===== src/rtl/rgb_video_pkg.sv =====
// Shared types and helpers for the RGB video pipe.
package rgb_video_pkg;

  typedef enum logic [1:0] {
    MODE_PASS  = 2'd0,
    MODE_INV   = 2'd1,
    MODE_BARS  = 2'd2,
    MODE_BLACK = 2'd3
  } mode_e;

  localparam int unsigned BAR_COUNT = 8;

  // Bar code bit 2 drives R, bit 1 drives G, bit 0 drives B; channels >= 3 repeat c%3.
  function automatic logic bar_colour(input logic [2:0] bar, input int unsigned c);
    case (c % 3)
      0:       return bar[2];
      1:       return bar[1];
      default: return bar[0];
    endcase
  endfunction

endpackage


===== src/rtl/rgb_delay_line.sv =====
// Fixed-depth shift-register delay with synchronous reset.
module rgb_delay_line #(
  parameter int unsigned W     = 8,
  parameter int unsigned DEPTH = 2
) (
  input  logic         clk,
  input  logic         reset,
  input  logic [W-1:0] d,
  output logic [W-1:0] q
);

  logic [W-1:0] sr_q [DEPTH];
  logic [W-1:0] sr_d [DEPTH];

  // Next state: shift every stage one position towards the output.
  always_comb begin
    sr_d[0] = d;
    for (int unsigned i = 1; i < DEPTH; i++) begin
      sr_d[i] = sr_q[i-1];
    end
  end

  // Stage registers, flushed to zero on reset.
  always_ff @(posedge clk) begin
    if (reset) begin
      for (int unsigned i = 0; i < DEPTH; i++) begin
        sr_q[i] <= '0;
      end
    end else begin
      sr_q <= sr_d;
    end
  end

  assign q = sr_q[DEPTH-1];

endmodule


===== src/rtl/rgb_video_pipe.sv =====
// RGB video delay pipe with per-frame pixel mode and raw-timing frame measurement.
module rgb_video_pipe
  import rgb_video_pkg::*;
#(
  parameter int unsigned BPC       = 8,
  parameter int unsigned NCH       = 3,
  parameter int unsigned DELAY     = 2,
  parameter int unsigned CNT_W     = 12,
  parameter int unsigned BAR_SHIFT = 4
) (
  input  logic                 clk,
  input  logic                 reset,
  input  logic [1:0]           mode,
  input  logic                 rgb_in_vsync,
  input  logic                 rgb_in_hsync,
  input  logic                 rgb_in_de,
  input  logic [NCH*BPC-1:0]   rgb_in_data,
  output logic                 rgb_out_vsync,
  output logic                 rgb_out_hsync,
  output logic                 rgb_out_de,
  output logic [NCH*BPC-1:0]   rgb_out_data,
  output logic [CNT_W-1:0]     meas_h_active,
  output logic [CNT_W-1:0]     meas_v_active,
  output logic                 meas_valid,
  output logic [15:0]          frame_cnt
);

  localparam int unsigned DW = NCH * BPC;

  function automatic logic [CNT_W-1:0] sat_inc(input logic [CNT_W-1:0] v);
    return (v == '1) ? v : v + CNT_W'(1);
  endfunction

  mode_e            act_mode_q, act_mode_d;
  logic             vs_q, de_q;
  logic [CNT_W-1:0] x_cnt_q, x_cnt_d;
  logic [CNT_W-1:0] line_len_q, line_len_d;
  logic [CNT_W-1:0] line_cnt_q, line_cnt_d;
  logic             armed_q, armed_d;
  logic [CNT_W-1:0] meas_h_q, meas_h_d;
  logic [CNT_W-1:0] meas_v_q, meas_v_d;
  logic             meas_valid_q, meas_valid_d;
  logic [15:0]      frame_cnt_q, frame_cnt_d;

  logic             vs_rise, de_fall;
  logic [CNT_W-1:0] x_cur;
  logic [2:0]       bar;
  logic [DW-1:0]    data_s0;

  assign vs_rise = rgb_in_vsync & ~vs_q;
  assign de_fall = de_q & ~rgb_in_de;

  // x_cnt_q holds the index of the previous de pixel, so the current index is derived
  // combinationally and the last index is still available on the de falling cycle.
  assign x_cur = de_q ? sat_inc(x_cnt_q) : '0;
  assign bar   = 3'(BAR_COUNT - 1) - 3'((x_cur >> BAR_SHIFT) % BAR_COUNT);

  // Stage-0 pixel function; blanking data always passes through untouched.
  always_comb begin
    data_s0 = rgb_in_data;
    if (rgb_in_de) begin
      case (act_mode_q)
        MODE_INV:   data_s0 = ~rgb_in_data;
        MODE_BARS: begin
          for (int unsigned c = 0; c < NCH; c++) begin
            data_s0[c*BPC +: BPC] = {BPC{bar_colour(bar, c)}};
          end
        end
        MODE_BLACK: data_s0 = '0;
        default:    data_s0 = rgb_in_data;
      endcase
    end
  end

  rgb_delay_line #(
    .W     (3 + DW),
    .DEPTH (DELAY)
  ) u_delay (
    .clk   (clk),
    .reset (reset),
    .d     ({rgb_in_vsync, rgb_in_hsync, rgb_in_de, data_s0}),
    .q     ({rgb_out_vsync, rgb_out_hsync, rgb_out_de, rgb_out_data})
  );

  // Measurement and mode next state; a line ending on the vsync edge is folded in first.
  always_comb begin
    act_mode_d   = act_mode_q;
    x_cnt_d      = rgb_in_de ? x_cur : '0;
    line_len_d   = line_len_q;
    line_cnt_d   = line_cnt_q;
    armed_d      = armed_q;
    meas_h_d     = meas_h_q;
    meas_v_d     = meas_v_q;
    meas_valid_d = meas_valid_q;
    frame_cnt_d  = frame_cnt_q;
    if (de_fall) begin
      line_len_d = sat_inc(x_cnt_q);
      line_cnt_d = sat_inc(line_cnt_q);
    end
    if (vs_rise) begin
      act_mode_d  = mode_e'(mode);
      meas_h_d    = line_len_d;
      meas_v_d    = line_cnt_d;
      frame_cnt_d = frame_cnt_q + 16'd1;
      if (!armed_q) begin
        armed_d = 1'b1;
      end else begin
        meas_valid_d = (line_cnt_d != '0);
      end
      line_cnt_d = '0;
    end
  end

  // Control and measurement registers.
  always_ff @(posedge clk) begin
    if (reset) begin
      act_mode_q   <= MODE_PASS;
      vs_q         <= 1'b0;
      de_q         <= 1'b0;
      x_cnt_q      <= '0;
      line_len_q   <= '0;
      line_cnt_q   <= '0;
      armed_q      <= 1'b0;
      meas_h_q     <= '0;
      meas_v_q     <= '0;
      meas_valid_q <= 1'b0;
      frame_cnt_q  <= '0;
    end else begin
      act_mode_q   <= act_mode_d;
      vs_q         <= rgb_in_vsync;
      de_q         <= rgb_in_de;
      x_cnt_q      <= x_cnt_d;
      line_len_q   <= line_len_d;
      line_cnt_q   <= line_cnt_d;
      armed_q      <= armed_d;
      meas_h_q     <= meas_h_d;
      meas_v_q     <= meas_v_d;
      meas_valid_q <= meas_valid_d;
      frame_cnt_q  <= frame_cnt_d;
    end
  end

  assign meas_h_active = meas_h_q;
  assign meas_v_active = meas_v_q;
  assign meas_valid    = meas_valid_q;
  assign frame_cnt     = frame_cnt_q;

endmodule

===== config.mk =====
export PLATFORM = sky130hd
export DESIGN_NAME = rgb_video_pipe
export DESIGN_NICKNAME = d
export VERILOG_FILES = /design/src/rtl/rgb_video_pkg.sv /design/src/rtl/rgb_delay_line.sv /design/src/rtl/rgb_video_pipe.sv
export SDC_FILE = /design/constraint.sdc
export NUM_CORES = 1
export LEC_CHECK = 0
export BUFFER_PORTS_ARGS = -buffer_cell sky130_fd_sc_hd__buf_2
export CAP_MARGIN = 20
export CORE_MARGIN = 3
export CORE_UTILIZATION = 40
export CTS_CLUSTER_DIAMETER = 30
export CTS_CLUSTER_SIZE = 40
export DETAILED_ROUTE_END_ITERATION = 10
export GPL_TIMING_DRIVEN = 0
export PLACE_DENSITY_LB_ADDON = 0.3
export SKIP_LAST_GASP = 1
export SYNTH_ARGS = -nofsm -noshare
export SYNTH_HDL_FRONTEND = slang
export SYNTH_SLANG_ARGS = --single-unit

===== constraint.sdc =====
create_clock -name clk -period 2.1 [get_ports clk]
set_clock_uncertainty 0.15 [all_clocks]
set_input_delay 0.315 -clock clk [delete_from_list [all_inputs] [get_ports clk]]
set_output_delay 0.315 -clock clk [all_outputs]
set_load 0.05 [all_outputs]

==> summary.txt, run 1 <==
Timing
  – Maximum clock rate: 491 MHz
  – Hold Worst Slack: 0.0160 ns
  – Hold Fails Final Rpt: 0
  – Max Transition Viols Final: 0
  – Worst-margin pin slew: 0.656 ns
  – Final number of setup-violating endpoints: 0
  – Slew Limit Headroom: 0.563
  – Fin crit period: 2.04 ns
  – RSZ-0062 raised after global routing: true
  – Fin crit share: 0.971

CTS
  – CTS tree: done
  – Clock buffer depth: 2
  – Clock-pin slew on the worst setup and hold paths: 0.06 ns
  – Sink Count: 134
  – CTS buffer count: 17
  – Worst-Skew Late Latency: 0.41 ns
  – H-tree levels: 4
  – Root buf cell: clkbuf_16

Floorplanning
  – Die height: 121 um
  – Die area: 14800 um2
  – Cell Rows: 41
  – Die Span X: 121 um
  – Core area: 12800 um2
  – Io pins: 99
  – Initial core utilization: 0.416

Setup path
  – Startpoint types: register
  – Buffers and inverters on the worst path: 1
  – Worst Path Required: 2.25 ns
  – CP max FO: 8
  – Reg2reg end: u_delay.sr_d[11]
  – R2r setup slk: 0.06 ns
  – Critical path, cell by cell: and4_1, buf_4, nand4_4, a21oi_1, a311oi_4, a211o_1
  – Crit end category: register
  – Slowest stage cell, crit path: dfxtp_1
  – WS Path Type: reg -> reg
  – FF-to-FF path depth: 6
  – WP data arrival: 2.19 ns
  – Reg2reg start: x_cnt_q[2]
  – Slowest stage delay, CP: 0.45 ns
  – Crit path max-delay family: compound AO/OA/AOI/OAI gates

Layout
  – Filler cell count: 1141
  – Final nets: 756
  – Commonest non-fill, non-tap cell in the layout: dfxtp_1
  – Final core occ: 0.552
  – Number of antenna cells inserted: 0
  – Layout cells sized above 1: 0.259
  – Commonest non-fill, non-tap cells in the layout: dfxtp_1, buf_2, nor2_1
  – Layout Area Growth over Synthesis: 32.9%

Power and ir drop
  – Pwr/cell area: 912 nW/um2
  – Worst vdd ir: 0.541 mV
  – Static leakage power: 3.04 nW

Worst hold path
  – Hold path start: rgb_in_vsync
  – Hold EP: u_delay.sr_d[26]
  – Hold Path Stages: 2
  – Hold WC Path Type: in -> reg

GRT
  – Largest net degree at the start of global routing: 17
  – GR Overflow Total: 0
  – First-pass GRT wire length: 21900 um
  – Vias in the first global route: 4438
  – Gr usage total: 0.189
  – Initial antenna violation count: 0

Placed design
  – Global placement routability congestion: 0.884
  – Detail Placement HPWL: 9620 um
  – PortBufs: 98

Detailed routing
  – DRT Wirelength: 13700 um
  – Number of remaining DRC errors: 0
  – Pre-antenna DRT Iters: 5
  – Wire per inst: 15.1 um
  – Vias/cell: 5.18
  – Final ANT Viol Nets: 0
  – Via count: 4701
  – Initial detailed-routing violation count: 392

Synth
  – Number of synthesized flops with an enable pin: 0
  – Yosys top cell area share: 0.503
  – Yosys warns: 0
  – Fraction of registers with async set/reset: 0
  – Synth Area per Inst: 9.29 um2
  – Biggest area consumer among synthesized cells: dfxtp_1
  – Synth top area cells: dfxtp_1, nor2_1, nor2b_1
  – Synth cell types: 61
  – Seq cells post-synth: 134
  – Cells after Synth: 574
  – Syn_nets: 608
  – Synth Cell Area: 5330 um2
  – Seq/Total Area, Yosys: 0.503
  – Top FF cell, synth: dfxtp_1

Outcome
  – Run status: complete, no violations

Run
  – Max-cap viol count: 0
-- registers in the layout (all words and copies together), names as in the netlist --
name / count
u_delay.q: 27
u_delay.sr_d: 27
frame_cnt: 16
line_cnt_q: 12
line_len_q: 12
meas_h_active: 12
meas_v_active: 12
x_cnt_q: 12
act_mode_q: 2
armed_q: 1
meas_valid: 1
-- cell usage after synthesis, drive strengths merged, types with 8 or more instances --
cell    number
a211oi       8
nor3        13
nand2       40
nor2        83
a211o       16
clkbuf      22
nand4       15
nand3       19
a31oi       14
o21ai       22
nor2b       35
dfxtp      134
mux2i        9
a21oi       26
xor2        16
buf         13
-- routing by layer --
layer  vias up  track usage  part of all wire
met5         -            0                 0
met4         0       0.0763             0.023
met3        22       0.0513             0.060
met2       181        0.311              0.47
met1      2181        0.234              0.45
li1       2317            -                 -
-- final cells by class --
| cell class | count | area [um2] | area share |
|---|---|---|---|
| buffer | 35 | 166 | 0.0235 |
| clock buffer | 21 | 480 | 0.0678 |
| clock inverter | 11 | 170 | 0.0240 |
| inverter | 7 | 26.3 | 0.00371 |
| multi-input combinational | 398 | 2560 | 0.361 |
| sequential | 134 | 2690 | 0.380 |
| tap | 172 | 215 | 0.0304 |
| timing repair buffer | 129 | 778 | 0.110 |
-- cell families (layout without fill, tap and decap cells) --
kind of cell	Yosys count	count (layout)	synth area share
adder cells (fa/ha/maj)	3	3	0.00704
AO/OA/AOI/OAI	112	112	0.147
multiplexers	16	16	0.0317
AND/OR/NAND/NOR	245	245	0.240
buffers and inverters	42	203	0.0345
flip-flops	134	134	0.503
XOR/XNOR	22	22	0.0361
-- how the worst max path moves through the flow --
stage	from	to	slack, ns	depth (start not counted)
floorplan	line_cnt_q[1]	meas_valid	0.05	6
global placement	line_cnt_q[1]	meas_valid	-0.20	6
detailed placement	line_cnt_q[1]	meas_valid	-0.25	6
CTS	u_delay.sr_d[24]	meas_valid	-0.02	8
global route	x_cnt_q[0]	u_delay.sr_d[18]	-0.03	6
finish	x_cnt_q[2]	u_delay.sr_d[11]	0.06	6
-- worst register-to-register path, cell delays in order (launching register included) --
cell and delay (ns):
dfxtp_1 0.45, and4_1 0.22, buf_4 0.15, nand4_4 0.19, a21oi_1 0.33, a311oi_4 0.13, a211o_1 0.32
-- what timing repair did --
action / 4_1_cts / 5_1_grt
endpoints found under the setup margin: 17 / 44
hold buffers: 22 / 0
setup buffers: 1 / 9
gates resized for setup: 4 / 21
pin swaps: 1 / 6
endpoints found under the hold margin: 22 / 0
-- metrics by stage --
stage               setup TNS [ns]  power (mW)  cell area [um2]  std cells  setup WS (ns)
finish                           0        6.46             7080        907         0.0619
global route                -0.119        6.70             7080        907        -0.0253
CTS                        -0.0211        6.50             6930        899        -0.0211
detailed placement           -3.84        3.27             6040        844         -0.252
global placement             -2.58        3.26             6040        844         -0.195
floorplan                        0        3.11             5330        574         0.0505
-- power by group --
part | internal [mW] | switching, mW
Combinational | 0.194 | 0.386
Clock | 2.11 | 1.08
Sequential | 2.65 | 0.0363
No activity file was read; power rests on OpenSTA's default activity.
==> run 2, diff against run 1 <==
--- a/config.mk
+++ b/config.mk
@@ -8,12 +8,13 @@
 export BUFFER_PORTS_ARGS = -buffer_cell sky130_fd_sc_hd__buf_2
 export CAP_MARGIN = 20
 export CORE_MARGIN = 3
-export CORE_UTILIZATION = 40
+export CORE_UTILIZATION = 50
 export CTS_CLUSTER_DIAMETER = 30
 export CTS_CLUSTER_SIZE = 40
 export DETAILED_ROUTE_END_ITERATION = 10
 export GPL_TIMING_DRIVEN = 0
 export PLACE_DENSITY_LB_ADDON = 0.3
+export RECOVER_POWER = 50
 export SKIP_LAST_GASP = 1
 export SYNTH_ARGS = -nofsm -noshare
 export SYNTH_HDL_FRONTEND = slang
==> run 2 against run 1 <==
- combinational power is 1% lower
- non-clock buffer count is 7 higher
- via count is 1.9% higher
- utilization is 12 points higher
- power is 2.6% lower
- global-route usage is 4.2 points higher
- largest cell class unchanged
- cell count is 3.2% lower
- critical endpoint is now u_delay.sr_d[16]
==> summary.txt, run 2 (synthesis results as in run 1) <==
CTS
  – Worst-Skew Late Latency: 0.52 ns (was 0.41 ns)
  – CTS tree: done (unchanged)
  – Root buf cell: clkbuf_8 (was clkbuf_16)
  – H-tree levels: 4 (unchanged)
  – Sink Count: 134 (unchanged)
  – Clock-pin slew on the worst setup and hold paths: 0.06 ns (about the same)
  – Clock buffer depth: 2 (unchanged)
  – CTS buffer count: 17 (unchanged)

GRT
  – Global routing usage on met2: 0.395 (was 0.311)
  – GRT Max-Usage Layer: met2 (unchanged)
  – Largest net degree at the start of global routing: 17 (unchanged)
  – Vias in the first global route: 4526 (was 4438)
  – GR Overflow Total: 0 (unchanged)
  – Initial antenna violation count: 0 (unchanged)
  – First-pass GRT wire length: 21400 um (was 21900 um)
  – GRT met3 Usage: 0.0574 (was 0.0513)
  – Gr usage total: 0.231 (was 0.189)
  – Met1 Use GR: 0.277 (was 0.234)

Layout
  – Number of antenna cells inserted: 0 (unchanged)
  – Commonest non-fill, non-tap cell in the layout: dfxtp_1 (unchanged)
  – Layout Area Growth over Synthesis: 31.2% (was 32.9%)
  – Final nets: 763 (was 756)
  – Commonest non-fill, non-tap cells in the layout: dfxtp_1, nor2_1, clkbuf_1 (was dfxtp_1, buf_2, nor2_1)
  – Final core occ: 0.675 (was 0.552)
  – Layout Cells excl Fill: 878 (was 907)
  – Filler cell count: 818 (was 1141)
  – Layout cells sized above 1: 0.178 (was 0.259)

Detailed routing
  – Initial detailed-routing violation count: 326 (was 392)
  – Via count: 4790 (was 4701)
  – Final ANT Viol Nets: 0 (unchanged)
  – Vias/cell: 5.46 (was 5.18)
  – Number of remaining DRC errors: 0 (unchanged)
  – Pre-antenna DRT Iters: 5 (unchanged)
  – DRT Wirelength: 13900 um (was 13700 um)
  – Wire per inst: 15.9 um (was 15.1 um)

Setup path
  – Slowest stage cell, crit path: dfxtp_1 (unchanged)
  – CP max FO: 8 (unchanged)
  – Worst setup path start: x_cnt_q[0] (was x_cnt_q[2])
  – Slowest stage delay, CP: 0.41 ns (was 0.45 ns)
  – Worst Path Required: 2.42 ns (was 2.25 ns)
  – Startpoint types: register (unchanged)
  – WP data arrival: 2.39 ns (was 2.19 ns)
  – Reg2reg start: x_cnt_q[0] (was x_cnt_q[2])
  – Crit end category: register (unchanged)
  – WS Path Type: reg -> reg (unchanged)
  – Critical path, cell by cell: ha_2, inv_1, a31oi_1, nand3_1, a211oi_4, buf_4, a211o_1 (was and4_1, buf_4, nand4_4, a21oi_1, a311oi_4, a211o_1)

Power and ir drop
  – Static leakage power: 2.79 nW (was 3.04 nW)
  – Total Power: 6.29 mW (was 6.46 mW)
  – Switching power total: 1.63 mW (was 1.51 mW)
  – Pint: 4.67 mW (was 4.95 mW)
  – Switching part of the total: 0.258 (was 0.233)
  – Combinational Power Share: 0.091 (was 0.090)
  – Sequential power share: 0.427 (was 0.415)
  – Worst vdd ir: 0.487 mV (was 0.541 mV)
  – Clk network pwr share: 0.482 (was 0.495)
  – Pwr/cell area: 900 nW/um2 (was 912 nW/um2)

Placed design
  – PortBufs: 98 (unchanged)
  – Post-Place Cells: 808 (was 844)
  – Detail Placement HPWL: 9280 um (was 9620 um)
  – Global placement routability congestion: 0.885 (was 0.884)

Floorplanning
  – Die height: 109 um (was 121 um)
  – Initial core utilization: 0.514 (was 0.416)
  – Core area: 10400 um2 (was 12800 um2)
  – Die Span X: 109 um (was 121 um)
  – Cell Rows: 37 (was 41)
  – Io pins: 99 (unchanged)
  – Die area: 11900 um2 (was 14800 um2)

Run
  – Max-cap viol count: 0 (unchanged)

Timing
  – Maximum clock rate: 483 MHz (was 491 MHz)
  – Setup TNS: 0 ns (unchanged)
  – Final number of setup-violating endpoints: 0 (unchanged)
  – Hold Fails Final Rpt: 0 (unchanged)
  – Fin crit period: 2.07 ns (was 2.04 ns)
  – Max Transition Viols Final: 0 (unchanged)
  – Fin crit share: 0.985 (was 0.971)
  – Worst-margin pin slew: 0.660 ns (was 0.656 ns)
  – RSZ-0062 raised after global routing: true (unchanged)
  – Slew Limit Headroom: 0.562 (was 0.563)

Outcome
  – Run status: complete, no violations (unchanged)

Worst hold path
  – Hold path start: rgb_in_data[1] (was rgb_in_vsync)
  – Hold WC Path Type: in -> reg (unchanged)
## run 2: changes by cell type in the layout (fill, tap and decap cells not counted), sizes merged
cell | before | now
buf | 118 | 59
dlygate4sd3 | 22 | 28
bufinv | 4 | 3
clkbuf | 45 | 101
clkinv | 4 | 3
inv | 7 | 13
## run 2: per-stage QoR
step	setup slack, ns	instance area (um2)	hold WS (ns)
final	0.0307	7000	0.00725
after global placement	-0.179	5990	0.266
after floorplan	0.0505	5330	0.248
after CTS	-0.00849	6920	0.00668
after global routing	-0.0612	7000	0.0285
after detailed placement	-0.259	5990	0.272
## run 2: power by group through the flow
stage               Clock (mW)  Sequential (mW)  Combinational [mW]
finish                    3.04             2.69               0.572
detailed placement           0             2.74               0.527
global route              3.18             2.69               0.616
floorplan                    0             2.90               0.205
global placement             0             2.73               0.515
CTS                       3.06             2.68               0.574
## run 2: worst paths after layout
path | cells past startpoint | endpoint | slack [ns]
min reg2reg | 1 | u_delay.q[13] | 0.28
max | 7 | u_delay.sr_d[16] | 0.03
max reg2reg | 7 | u_delay.sr_d[16] | 0.03
min | 3 | u_delay.sr_d[1] | 0.007
## run 2: cell type report
class,instances,area [um2],area share
Sequential cell,134,2690,0.385
Multi-Input combinational cell,398,2570,0.367
Timing Repair Buffer,136,769,0.110
Clock buffer,17,414,0.0592
Clock inverter,15,191,0.0274
Tap cell,136,170,0.0243
Buffer,35,165,0.0236
Inverter,7,26.3,0.00376
## run 2: metal layers
metal / wire length, um / up-vias
met1: 6020 / 2275
li1: - / 2330
met5: 0 / -
met4: 311 / 0
met3: 782 / 28
met2: 6820 / 157
## run 2: repair_timing
item                       in CTS  in global routing
hold endpoints to repair       29                  0
setup endpoints to repair      18                 47
cloned                          0                  0
resized for setup               5                 22
hold buffers                   28                  0
setup buffers                   3                  7
pin swaps                       2                  6
## run 2: critical path, delay by kind of cell, from the launching register on
kind / cells / cell delay (ns)
flops: 1 / 0.41
fa+ha+maj: 1 / 0.28
simple gates: 1 / 0.21
compound gates: 3 / 0.63
buf+inv: 2 / 0.33
==> run 3, diff against run 2 <==
--- a/config.mk
+++ b/config.mk
@@ -7,6 +7,7 @@
 export LEC_CHECK = 0
 export BUFFER_PORTS_ARGS = -buffer_cell sky130_fd_sc_hd__buf_2
 export CAP_MARGIN = 20
+export CORE_ASPECT_RATIO = 1.4
 export CORE_MARGIN = 3
 export CORE_UTILIZATION = 50
 export CTS_CLUSTER_DIAMETER = 30
@@ -14,7 +15,6 @@
 export DETAILED_ROUTE_END_ITERATION = 10
 export GPL_TIMING_DRIVEN = 0
 export PLACE_DENSITY_LB_ADDON = 0.3
-export RECOVER_POWER = 50
 export SKIP_LAST_GASP = 1
 export SYNTH_ARGS = -nofsm -noshare
 export SYNTH_HDL_FRONTEND = slang
==> run 3 against run 2 <==
- the run now ends with setup timing left
- hold slack improved by 0.0088 ns
- largest power group unchanged
- sequential cell count did not move
- wire length fell by 4.4%
- register-to-register slack got worse by 0.07 ns
- critical path type unchanged
- critical path depth rose by 1
- critical endpoint is now meas_valid
- design area fell by 1.3%
- maximum frequency fell by 3.4%
- worst setup slack got worse by 0.074 ns
- global-route usage fell by 0.21 points
==> summary.txt, run 3 (synthesis results as in run 1) <==
Outcome
  – Run status: complete, but fails checks (was complete, no violations)
  – Failing checks: setup timing

Layout
  – Filler cell count: 825 (was 818)
  – Commonest non-fill, non-tap cells in the layout: dfxtp_1, buf_2, nor2_1 (was dfxtp_1, nor2_1, clkbuf_1)
  – Multi-input logic area: 2540 um2 (was 2570 um2)
  – Final nets: 747 (was 763)
  – Layout Area Growth over Synthesis: 29.5% (was 31.2%)
  – Seq. cell area: 2690 um2 (about the same)
  – Number of antenna cells inserted: 0 (unchanged)
  – Final core occ: 0.664 (was 0.675)
  – Fin area: 6910 um2 (was 7000 um2)
  – Layout cells sized above 1: 0.251 (was 0.178)
  – Commonest non-fill, non-tap cell in the layout: dfxtp_1 (unchanged)

CTS
  – H-tree levels: 4 (unchanged)
  – Clock-pin slew on the worst setup and hold paths: 0.06 ns (about the same)
  – Sink Count: 134 (unchanged)
  – CTS tree: done (unchanged)
  – Clock buffer depth: 2 (unchanged)
  – CTS buffer count: 17 (unchanged)
  – Worst-Skew Late Latency: 0.41 ns (was 0.52 ns)
  – Root buf cell: clkbuf_16 (was clkbuf_8)

Floorplanning
  – Core area: 10400 um2 (about the same)
  – Io pins: 99 (unchanged)
  – Cell Rows: 44 (was 37)
  – Initial core utilization: 0.512 (was 0.514)
  – Die Span X: 93.3 um (was 109 um)
  – Die height: 128 um (was 109 um)
  – Die area: 12000 um2 (was 11900 um2)

Worst hold path
  – Hold WC Path Type: in -> reg (unchanged)

Placed design
  – Placement Cell Area: 6000 um2 (was 5990 um2)
  – Global placement routability congestion: 0.894 (was 0.885)
  – PortBufs: 98 (unchanged)
  – Detail Placement HPWL: 9410 um (was 9280 um)

Power and ir drop
  – Pwr/cell area: 896 nW/um2 (was 900 nW/um2)
  – Combinational Power Share: 0.091 (about the same)
  – Clk network pwr share: 0.475 (was 0.482)
  – Worst vdd ir: 0.609 mV (was 0.487 mV)
  – Switching power total: 1.53 mW (was 1.63 mW)
  – Switching part of the total: 0.248 (was 0.258)
  – Static leakage power: 2.96 nW (was 2.79 nW)
  – Sequential power share: 0.434 (was 0.427)
  – Pint: 4.65 mW (was 4.67 mW)

GRT
  – Vias in the first global route: 4629 (was 4526)
  – First-pass GRT wire length: 21500 um (was 21400 um)
  – GR Overflow Total: 0 (unchanged)
  – Gr usage total: 0.229 (was 0.231)
  – Initial antenna violation count: 0 (unchanged)
  – Largest net degree at the start of global routing: 17 (unchanged)

Setup path
  – Buffers and inverters on the worst path: 3 (was 2)
  – Slowest stage cell, crit path: or3b_1 (was dfxtp_1)
  – Worst Path Required: 2.24 ns (was 2.42 ns)
  – Worst path most repeated cell: buf_4
  – Crit end category: register (unchanged)
  – Startpoint types: register (unchanged)
  – Critical path, cell by cell: buf_4, and2b_1, buf_6, o31ai_4, buf_4, or3b_1, a2111oi_2, a31oi_1 (was ha_2, inv_1, a31oi_1, nand3_1, a211oi_4, buf_4, a211o_1)
  – CP max FO: 10 (was 8)
  – Crit path max-delay family: compound AO/OA/AOI/OAI gates (unchanged)
  – Slowest stage delay, CP: 0.37 ns (was 0.41 ns)
  – R2r setup slk: -0.04 ns (was 0.03 ns)
  – WS Path Type: reg -> reg (unchanged)
  – WP data arrival: 2.28 ns (was 2.39 ns)

Timing
  – Fin crit share: 1.02 (was 0.985)
  – Maximum clock rate: 467 MHz (was 483 MHz)
  – Hold Fails Final Rpt: 0 (unchanged)
  – Final WS setup: -0.0431 ns (was 0.0307 ns)
  – Slew Limit Headroom: 0.561 (was 0.562)
  – Max Transition Viols Final: 0 (unchanged)
  – Setup TNS: -0.0431 ns (was 0 ns)
  – Fin crit period: 2.14 ns (was 2.07 ns)
  – Final number of setup-violating endpoints: 1 (was 0)
  – Worst-margin pin slew: 0.658 ns (was 0.660 ns)
  – RSZ-0062 raised after global routing: true (unchanged)

Detailed routing
  – Vias/cell: 5.45 (was 5.46)
  – DRT Wirelength: 13300 um (was 13900 um)
  – Final ANT Viol Nets: 0 (unchanged)
  – Wire per inst: 15.4 um (was 15.9 um)
  – Initial detailed-routing violation count: 296 (was 326)
  – Pre-antenna DRT Iters: 5 (unchanged)
  – Number of remaining DRC errors: 0 (unchanged)
  – Via count: 4712 (was 4790)

Run
  – Max-cap viol count: 0 (unchanged)
run 3: per-stage QoR:
step	power, mW	setup slack, ns	hold slack [ns]	instances
floorplan	3.11	0.0505	0.248	574
global placement	3.25	-0.227	0.268	810
detailed placement	3.27	-0.228	0.272	810
CTS	6.22	-0.0288	0.00343	864
global route	6.39	-0.137	0.00429	864
finish	6.18	-0.0431	0.0160	864
run 3: worst paths after layout:
check              startpoint               to  cells past startpoint
max reg2reg  u_delay.sr_d[24]       meas_valid                      8
min reg2reg   u_delay.sr_d[4]     u_delay.q[4]                      1
max          u_delay.sr_d[24]       meas_valid                      8
min            rgb_in_data[4]  u_delay.sr_d[4]                      2
run 3: area by class of cell:
type                    count  area share
flip-flops and latches    134       0.389
plain buffers              35      0.0232
repair buffers            120       0.104
clock buffers              19      0.0656
multi-input cells         398       0.368
well taps                 138      0.0250
clock inverters            13      0.0212
inverters                   7     0.00381
run 3: metal layers:
| metal | vias up | track usage | part of all wire |
|---|---|---|---|
| met2 | 170 | 0.418 | 0.53 |
| met4 | 0 | 0.0932 | 0.016 |
| li1 | 2298 | - | - |
| met1 | 2225 | 0.250 | 0.40 |
| met3 | 19 | 0.0564 | 0.058 |
| met5 | - | 0 | 0 |
run 3: power by group through the flow:
stage / sequential, mW / combinational (mW) / clock [mW]
after floorplan: 2.90 / 0.205 / 0
after global placement: 2.73 / 0.519 / 0
after detailed placement: 2.74 / 0.530 / 0
after CTS: 2.68 / 0.565 / 2.98
after global routing: 2.69 / 0.607 / 3.09
final: 2.68 / 0.564 / 2.94
run 3: repair_timing:
action	CTS	global route
pin swaps	2	1
hold buffers	20	0
setup buffers	2	0
endpoints found under the hold margin	20	0
gates resized for setup	5	14
setup endpoints to repair	23	28
run 3: worst reg2reg max path, cell delays in order, from the launching register on:
cell	delay [ns]
dfxtp_1	0.31
buf_4	0.17
and2b_1	0.16
buf_6	0.15
o31ai_4	0.08
buf_4	0.16
or3b_1	0.37
a2111oi_2	0.33
a31oi_1	0.13
